===== src/rtl/lobinho_pkg.sv =====
// lobinho_pkg: state codes, debug error code and default parameters for the werewolf game controller.
package lobinho_pkg;
    localparam int N_JOG_DEF  = 5;
    localparam int W_IDX_DEF  = 4;
    localparam int T_DISC_DEF = 200;
    localparam logic [4:0] DB_ERRO = 5'd31;
    typedef enum logic [4:0] {
        INICIAL       = 5'd0,
        RESETA        = 5'd1,
        PREPARA_JOGO  = 5'd2,
        ARMAZENA      = 5'd3,
        PREPARA_NOITE = 5'd4,
        CHECAR_VIVO   = 5'd5,
        DELAY_NOITE   = 5'd6,
        TURNO_NOITE   = 5'd7,
        PROXIMO       = 5'd8,
        FIM_NOITE     = 5'd9,
        ANUNCIAR      = 5'd10,
        CHECA_NOITE   = 5'd11,
        DIA_DISCUSSAO = 5'd12,
        DIA_VOTO      = 5'd13,
        PROCESSA_VOTO = 5'd14,
        CHECA_DIA     = 5'd15,
        LOBO_GANHOU   = 5'd16,
        LOBO_PERDEU   = 5'd17
    } estado_t;
endpackage


===== src/rtl/contagem_vivos.sv =====
// contagem_vivos: counts live wolves and villagers and decides the game outcome.
module contagem_vivos #(
    parameter int N_JOG = 5
) (
    input  logic [N_JOG-1:0] vivos,
    input  logic [N_JOG-1:0] lobo_mask,
    output logic             lobo_ganhou,
    output logic             lobo_perdeu
);
    logic [4:0] n_lobo, n_ald;
    always_comb begin
        n_lobo = '0;
        n_ald  = '0;
        for (int i = 0; i < N_JOG; i++) begin
            n_lobo = n_lobo + {4'b0, vivos[i] & lobo_mask[i]};
            n_ald  = n_ald  + {4'b0, vivos[i] & ~lobo_mask[i]};
        end
    end
    assign lobo_perdeu = n_lobo == '0;
    assign lobo_ganhou = !lobo_perdeu && n_lobo >= n_ald;
endmodule


===== src/rtl/controle_partida.sv =====
// controle_partida: game-flow FSM for a werewolf party game (night turns, kills, day vote, win check).
module controle_partida
    import lobinho_pkg::*;
#(
    parameter int N_JOG  = N_JOG_DEF,
    parameter int W_IDX  = W_IDX_DEF,
    parameter int T_DISC = T_DISC_DEF
) (
    input  logic             clock,
    input  logic             reset,
    input  logic             jogar,
    input  logic             passa,
    input  logic             jogou,
    input  logic             votou,
    input  logic [N_JOG-1:0] lobo_mask,
    input  logic [W_IDX-1:0] alvo,
    output logic [W_IDX-1:0] jogador_atual,
    output logic [N_JOG-1:0] vivos,
    output logic             morte_noite,
    output logic [W_IDX-1:0] idx_morte,
    output logic             mostra_classe,
    output logic             voto,
    output logic             inc_seed,
    output logic             e_seed_reg,
    output logic             rst_global,
    output logic [4:0]       db_estado
);
    localparam int NP  = 2 ** W_IDX;
    localparam int W_T = T_DISC > 1 ? $clog2(T_DISC) : 1;

    estado_t          estado;
    logic [N_JOG-1:0] lobos;
    logic [W_IDX-1:0] alvo_pend, alvo_voto;
    logic             pend_valido;
    logic [W_T-1:0]   timer;
    logic             lobo_ganhou, lobo_perdeu;

    // Padding to a power of two lets any index (even >= N_JOG) read a dead, non-wolf slot.
    logic [NP-1:0] vivos_x, lobos_x, um_pend, um_voto;
    assign vivos_x = NP'(vivos);
    assign lobos_x = NP'(lobos);
    assign um_pend = NP'(1) << alvo_pend;
    assign um_voto = NP'(1) << alvo_voto;

    logic ultimo, mata;
    assign ultimo = jogador_atual == W_IDX'(N_JOG - 1);
    assign mata   = pend_valido && vivos_x[alvo_pend] && !lobos_x[alvo_pend];

    contagem_vivos #(.N_JOG(N_JOG)) u_contagem (
        .vivos      (vivos),
        .lobo_mask  (lobos),
        .lobo_ganhou(lobo_ganhou),
        .lobo_perdeu(lobo_perdeu)
    );

    always_ff @(posedge clock or posedge reset) begin
        if (reset) begin
            estado        <= INICIAL;
            jogador_atual <= '0;
            vivos         <= '1;
            idx_morte     <= '0;
            morte_noite   <= 1'b0;
            timer         <= '0;
            alvo_pend     <= '0;
            alvo_voto     <= '0;
            pend_valido   <= 1'b0;
            lobos         <= '0;
        end else begin
            case (estado)
                INICIAL:       if (jogar) estado <= RESETA;
                RESETA: begin
                    estado        <= PREPARA_JOGO;
                    jogador_atual <= '0;
                    vivos         <= '1;
                    idx_morte     <= '0;
                    morte_noite   <= 1'b0;
                    pend_valido   <= 1'b0;
                end
                PREPARA_JOGO:  if (passa) estado <= ARMAZENA;
                ARMAZENA: begin
                    lobos  <= lobo_mask;
                    estado <= PREPARA_NOITE;
                end
                PREPARA_NOITE: begin
                    jogador_atual <= '0;
                    pend_valido   <= 1'b0;
                    estado        <= CHECAR_VIVO;
                end
                CHECAR_VIVO:   estado <= vivos_x[jogador_atual] ? DELAY_NOITE : ultimo ? FIM_NOITE : PROXIMO;
                DELAY_NOITE:   if (passa) estado <= TURNO_NOITE;
                TURNO_NOITE: if (passa && jogou) begin
                    if (lobos_x[jogador_atual]) begin
                        alvo_pend   <= alvo;
                        pend_valido <= 1'b1;
                    end
                    estado <= ultimo ? FIM_NOITE : PROXIMO;
                end
                PROXIMO: begin
                    if (!ultimo) jogador_atual <= jogador_atual + 1'b1;
                    estado <= CHECAR_VIVO;
                end
                FIM_NOITE: begin
                    morte_noite <= mata;
                    if (mata) begin
                        vivos     <= vivos & ~um_pend[N_JOG-1:0];
                        idx_morte <= alvo_pend;
                    end
                    estado <= ANUNCIAR;
                end
                ANUNCIAR: if (passa) begin
                    morte_noite <= 1'b0;
                    estado      <= CHECA_NOITE;
                end
                CHECA_NOITE: begin
                    timer  <= W_T'(T_DISC - 1);
                    estado <= lobo_perdeu ? LOBO_PERDEU : lobo_ganhou ? LOBO_GANHOU : DIA_DISCUSSAO;
                end
                DIA_DISCUSSAO: if (passa || timer == '0) estado <= DIA_VOTO; else timer <= timer - 1'b1;
                DIA_VOTO: if (passa && votou && vivos_x[alvo]) begin
                    alvo_voto <= alvo;
                    estado    <= PROCESSA_VOTO;
                end
                PROCESSA_VOTO: begin
                    vivos     <= vivos & ~um_voto[N_JOG-1:0];
                    idx_morte <= alvo_voto;
                    estado    <= CHECA_DIA;
                end
                CHECA_DIA:     estado <= lobo_perdeu ? LOBO_PERDEU : lobo_ganhou ? LOBO_GANHOU : PREPARA_NOITE;
                LOBO_GANHOU,
                LOBO_PERDEU:   if (jogar) estado <= RESETA;
                default:       estado <= INICIAL;
            endcase
        end
    end

    assign mostra_classe = estado == TURNO_NOITE;
    assign voto          = estado == DIA_VOTO;
    assign inc_seed      = estado == PREPARA_JOGO;
    assign e_seed_reg    = estado == ARMAZENA;
    assign rst_global    = estado == INICIAL || estado == RESETA;
    assign db_estado     = estado > LOBO_PERDEU ? DB_ERRO : estado;
endmodule


===== config.mk =====
export PLATFORM = sky130hd
export DESIGN_NAME = controle_partida
export DESIGN_NICKNAME = d
export VERILOG_FILES = /design/src/rtl/lobinho_pkg.sv /design/src/rtl/contagem_vivos.sv /design/src/rtl/controle_partida.sv
export SDC_FILE = /design/constraint.sdc
export NUM_CORES = 1
export LEC_CHECK = 0
export ABC_AREA = 1
export CAP_MARGIN = 25
export CORE_AREA = 2 2 75 77
export CTS_BUF_LIST = sky130_fd_sc_hd__clkbuf_2
export CTS_CLUSTER_DIAMETER = 120
export CTS_CLUSTER_SIZE = 14
export DETAILED_ROUTE_END_ITERATION = 12
export DIE_AREA = 0 0 77 79
export MAX_ROUTING_LAYER = met4
export PLACE_DENSITY = 0.87
export RECOVER_POWER = 100
export SETUP_SLACK_MARGIN = 0.15
export SLEW_MARGIN = 20
export SYNTH_ARGS = -nofsm -noshare
export SYNTH_HDL_FRONTEND = slang
export SYNTH_SLANG_ARGS = --single-unit

===== constraint.sdc =====
create_clock -name clock -period 3.18 [get_ports clock]
set_input_delay 0.318 -clock clock [delete_from_list [all_inputs] [get_ports clock]]
set_output_delay 0.318 -clock clock [all_outputs]
set_load 0.005 [all_outputs]

==> flow_metrics.env <==
export IMPL_final_setup_viol_count=0
export IMPL_fin_skew_ns=0.0109
export IMPL_final_cell_area_sq_mm=0.00349
export IMPL_cts_tree="done"
export IMPL_cts_sinks=41
export IMPL_gr_usage_met3=0.0477
export IMPL_end_kind="register"
export IMPL_die_w_microns=77
export IMPL_grt_pass1_vias=2867
export IMPL_netlist_area_sq_mm=0.00292
export IMPL_drive_above_1_share=0.109
export IMPL_use_met2=0.477
export IMPL_synth_top_family_by_area="simple AND/OR/NAND/NOR gates"
export IMPL_syn_num_nets=464
export IMPL_layout_setup_ws_ns=0.0351
export IMPL_wl_mm=7.56
export IMPL_slew_viol_final=42
export IMPL_rsz0062_at_grt="true"
export IMPL_period_needed_ns=3.14
export IMPL_status="complete, but fails checks"
export IMPL_fp_row_count=27
export IMPL_final_net_count=508
export IMPL_max_cap_violations=1
export IMPL_muxShareOfSynthArea=0
export IMPL_fmax_mhz=318
export IMPL_antenna_found_initial=0
export IMPL_synth_simple_area_share=0.342
export IMPL_cts_buffer_depth=2
export IMPL_dieArea_sq_mm=0.00608
export IMPL_crit_family="adder cells"
export IMPL_postLayoutCoreUtil=0.655
export IMPL_cts_hold_buf=0
export IMPL_yosys_warnings=0
export IMPL_clk_pin_slew_worst_paths_ns=0.21
export IMPL_crit_path_start_kind="register"
export IMPL_via_count=2977
export IMPL_slowest_stage="dfstp_2"
export IMPL_place_area_sq_mm=0.00338
export IMPL_core_area_sq_mm=0.00534
export IMPL_fin_hold_ws_ns=0.434
export IMPL_firstDrtPassIters=5
export IMPL_relSlewSlack=-0.521
export IMPL_regArea_sq_mm=0.00103
export IMPL_leakage_nw=1.81
export IMPL_cp_slowest_stage_delay_ns=0.61
export IMPL_stdcell_count=551
export IMPL_peakVddDrop_v=0.000588
export IMPL_syn_inst=434
export IMPL_synth_compound_area_share=0.111
export IMPL_fin_tns_setup_ns=0
export IMPL_p_per_area_mw_per_mm2=988
export IMPL_grtUsageTotal=0.273
export IMPL_drc_errors=0
export IMPL_hpwl_mm=5.87
export IMPL_dp_cells=540
export IMPL_io_buffers=38
export IMPL_path_max_fanout=3
export IMPL_min_period_over_period=0.989
export IMPL_syn_to_final_growth_pct=19.5
export IMPL_worst_pin_slew_ns=2.28
export IMPL_preCtsSetupSlack_ns=0.0479
export IMPL_hold_viol=0
export IMPL_crit_chain="nand2_1 > inv_1 > ha_1 > inv_2 > fa_1 > inv_1 > ha_2 > inv_2 > fa_1 > inv_1 > ha_1 > nand2_1 > nand2_1 > nand2_2 > nand3_2 > nand2_2 > nor2_2 > nand3_1 > nand2_1 > nand2_1"
export IMPL_grt_max_degree=42
export IMPL_use_met1=0.321
export IMPL_start_util=0.548
export IMPL_gr_max_usage_layer="met2"
export IMPL_finalPower_mw=3.45
export IMPL_wl_per_cell_microns=13.7
export IMPL_cp_arrival_ns=3.49
export IMPL_grt_pass1_wl_mm=12.9
export IMPL_cts_buffers=5
export IMPL_hold_path_class="input pin to register"
export IMPL_h_tree_depth=2
export IMPL_ys_types=34
export IMPL_yosys_area_share_xor_xnor=0.00899
export IMPL_diodes=0
export IMPL_ys_seq_elements=41
export IMPL_critPathKind="register to register"
export IMPL_violations="max-capacitance violations, max-slew violations"
export IMPL_multi_input_area_sq_mm=0.00160
export IMPL_die_y_microns=79
export IMPL_drt_iter0_drc=181
export IMPL_yosys_area_share_adder=0.0745
export IMPL_clkLatencyLatePin_ns=0.43
export IMPL_io_pins=39
export IMPL_gp_congestion=0.945
export IMPL_cpMostUsedCell="nand2_1"
export IMPL_crit_buf_inv=5
export IMPL_avgSynthCellArea_sq_um=6.74
export IMPL_cp_required_ns=3.53
export IMPL_antenna_left=0
export IMPL_fillCellCount=503
export IMPL_via_per_inst=5.40
export IMPL_clockRootBuffer="clkbuf_2"
export IMPL_ys_seq_area_frac=0.353
export IMPL_grt_overflow_total=0
## worst paths after layout
kind,from,endpoint,slack (ns),depth (start not counted)
setup / recovery,vivos[0],estado[3],0.04,20
hold / removal,lobo_mask[0],lobos[0],0.43,3
setup reg to reg,vivos[0],estado[3],0.04,20
hold reg to reg,vivos[3],vivos[3],0.53,2
max in group asynchronous,reset,lobos[3],0.77,3
min in group asynchronous,reset,timer[7],1.13,3
## layout by cell type (no fill, tap or decap), types with 6 or more instances in the layout
cell type | Yosys | routed
nor2_1 | 35 | 31
clkbuf_2 | 0 | 6
nor2_2 | 2 | 6
dfrtp_1 | 36 | 36
nand2_1 | 123 | 120
inv_2 | 18 | 16
ha_1 | 11 | 10
clkdlybuf4s50_1 | 0 | 28
o21ai_1 | 25 | 18
dlygate4sd3_1 | 0 | 10
nand4_1 | 7 | 7
inv_1 | 58 | 60
o21ai_0 | 15 | 21
nand3_1 | 55 | 54
## cells in the mapped netlist
master | n | share of area
nand4_1 | 7 | 0.015
o21ai_1 | 25 | 0.043
ha_1 | 11 | 0.047
or2_0 | 1 | 0.0021
buf_6 | 1 | 0.0039
xor2_1 | 3 | 0.0090
nand3_2 | 1 | 0.0034
a21boi_1 | 1 | 0.0026
dfrtp_1 | 36 | 0.31
clkbuf_1 | 3 | 0.0039
inv_2 | 18 | 0.023
a21oi_2 | 1 | 0.0030
o2111ai_1 | 2 | 0.0060
o211ai_1 | 1 | 0.0026
nand3b_1 | 1 | 0.0026
nor2_2 | 2 | 0.0043
o22ai_1 | 5 | 0.011
o21ai_0 | 15 | 0.026
a21oi_1 | 5 | 0.0086
nor4_1 | 1 | 0.0021
dfstp_2 | 5 | 0.045
nor2_1 | 35 | 0.045
nand2_1 | 123 | 0.16
nor2_4 | 1 | 0.0039
and2_1 | 1 | 0.0021
inv_1 | 58 | 0.074
nand3_1 | 55 | 0.094
nor3_1 | 3 | 0.0051
o21bai_1 | 1 | 0.0026
buf_2 | 3 | 0.0051
fa_1 | 4 | 0.027
a31oi_1 | 2 | 0.0043
o21a_1 | 1 | 0.0026
nand2_2 | 2 | 0.0043
## power breakdown
group,leakage [nW],internal (mW),switching (mW),total [mW]
registers,0.519,0.695,0.193,0.888
clock network,0.0430,0.135,0.183,0.318
logic,1.25,0.948,1.30,2.25
## routing by layer
metal	part of all wire	wire length, microns
met3	0.052	392
met4	0.025	187
met2	0.50	3750
met1	0.43	3240
met5	0	0
## area by class of cell
class,instances,share of cell area
clock inverters,2,0.0100
flip-flops and latches,41,0.295
repair buffers,44,0.121
clock buffers,6,0.00859
well taps,72,0.0258
inverters,76,0.0816
multi-input cells,310,0.458
## flip-flops by register name, indices dropped and copies added (netlist names)
name / count
alvo_pend: 4
alvo_voto: 4
estado: 5
idx_morte: 4
jogador_atual: 4
lobos: 5
morte_noite: 1
pend_valido: 1
timer: 8
vivos: 5
## tightest hold or removal path, delay by kind of cell
family / cells / cell delay, ns
buf+inv: 1 / 0.39
simple gates: 2 / 0.13
## cells by family (layout without fill, tap and decap cells)
logic type / Yosys count / in the layout
buffers and inverters: 83 / 128
AO/OA/AOI/OAI: 59 / 59
XOR/XNOR: 3 / 3
adder cells (fa/ha/maj): 15 / 15
AND/OR/NAND/NOR: 233 / 233
flip-flops: 41 / 41
## timing repair
| item | CTS | global route |
|---|---|---|
| resized for setup | 5 | 11 |
| pin swaps | 3 | 1 |
| setup endpoints to repair | 3 | 4 |
| buffers inserted | 2 | 1 |
(Power assumes the default switching activity.)
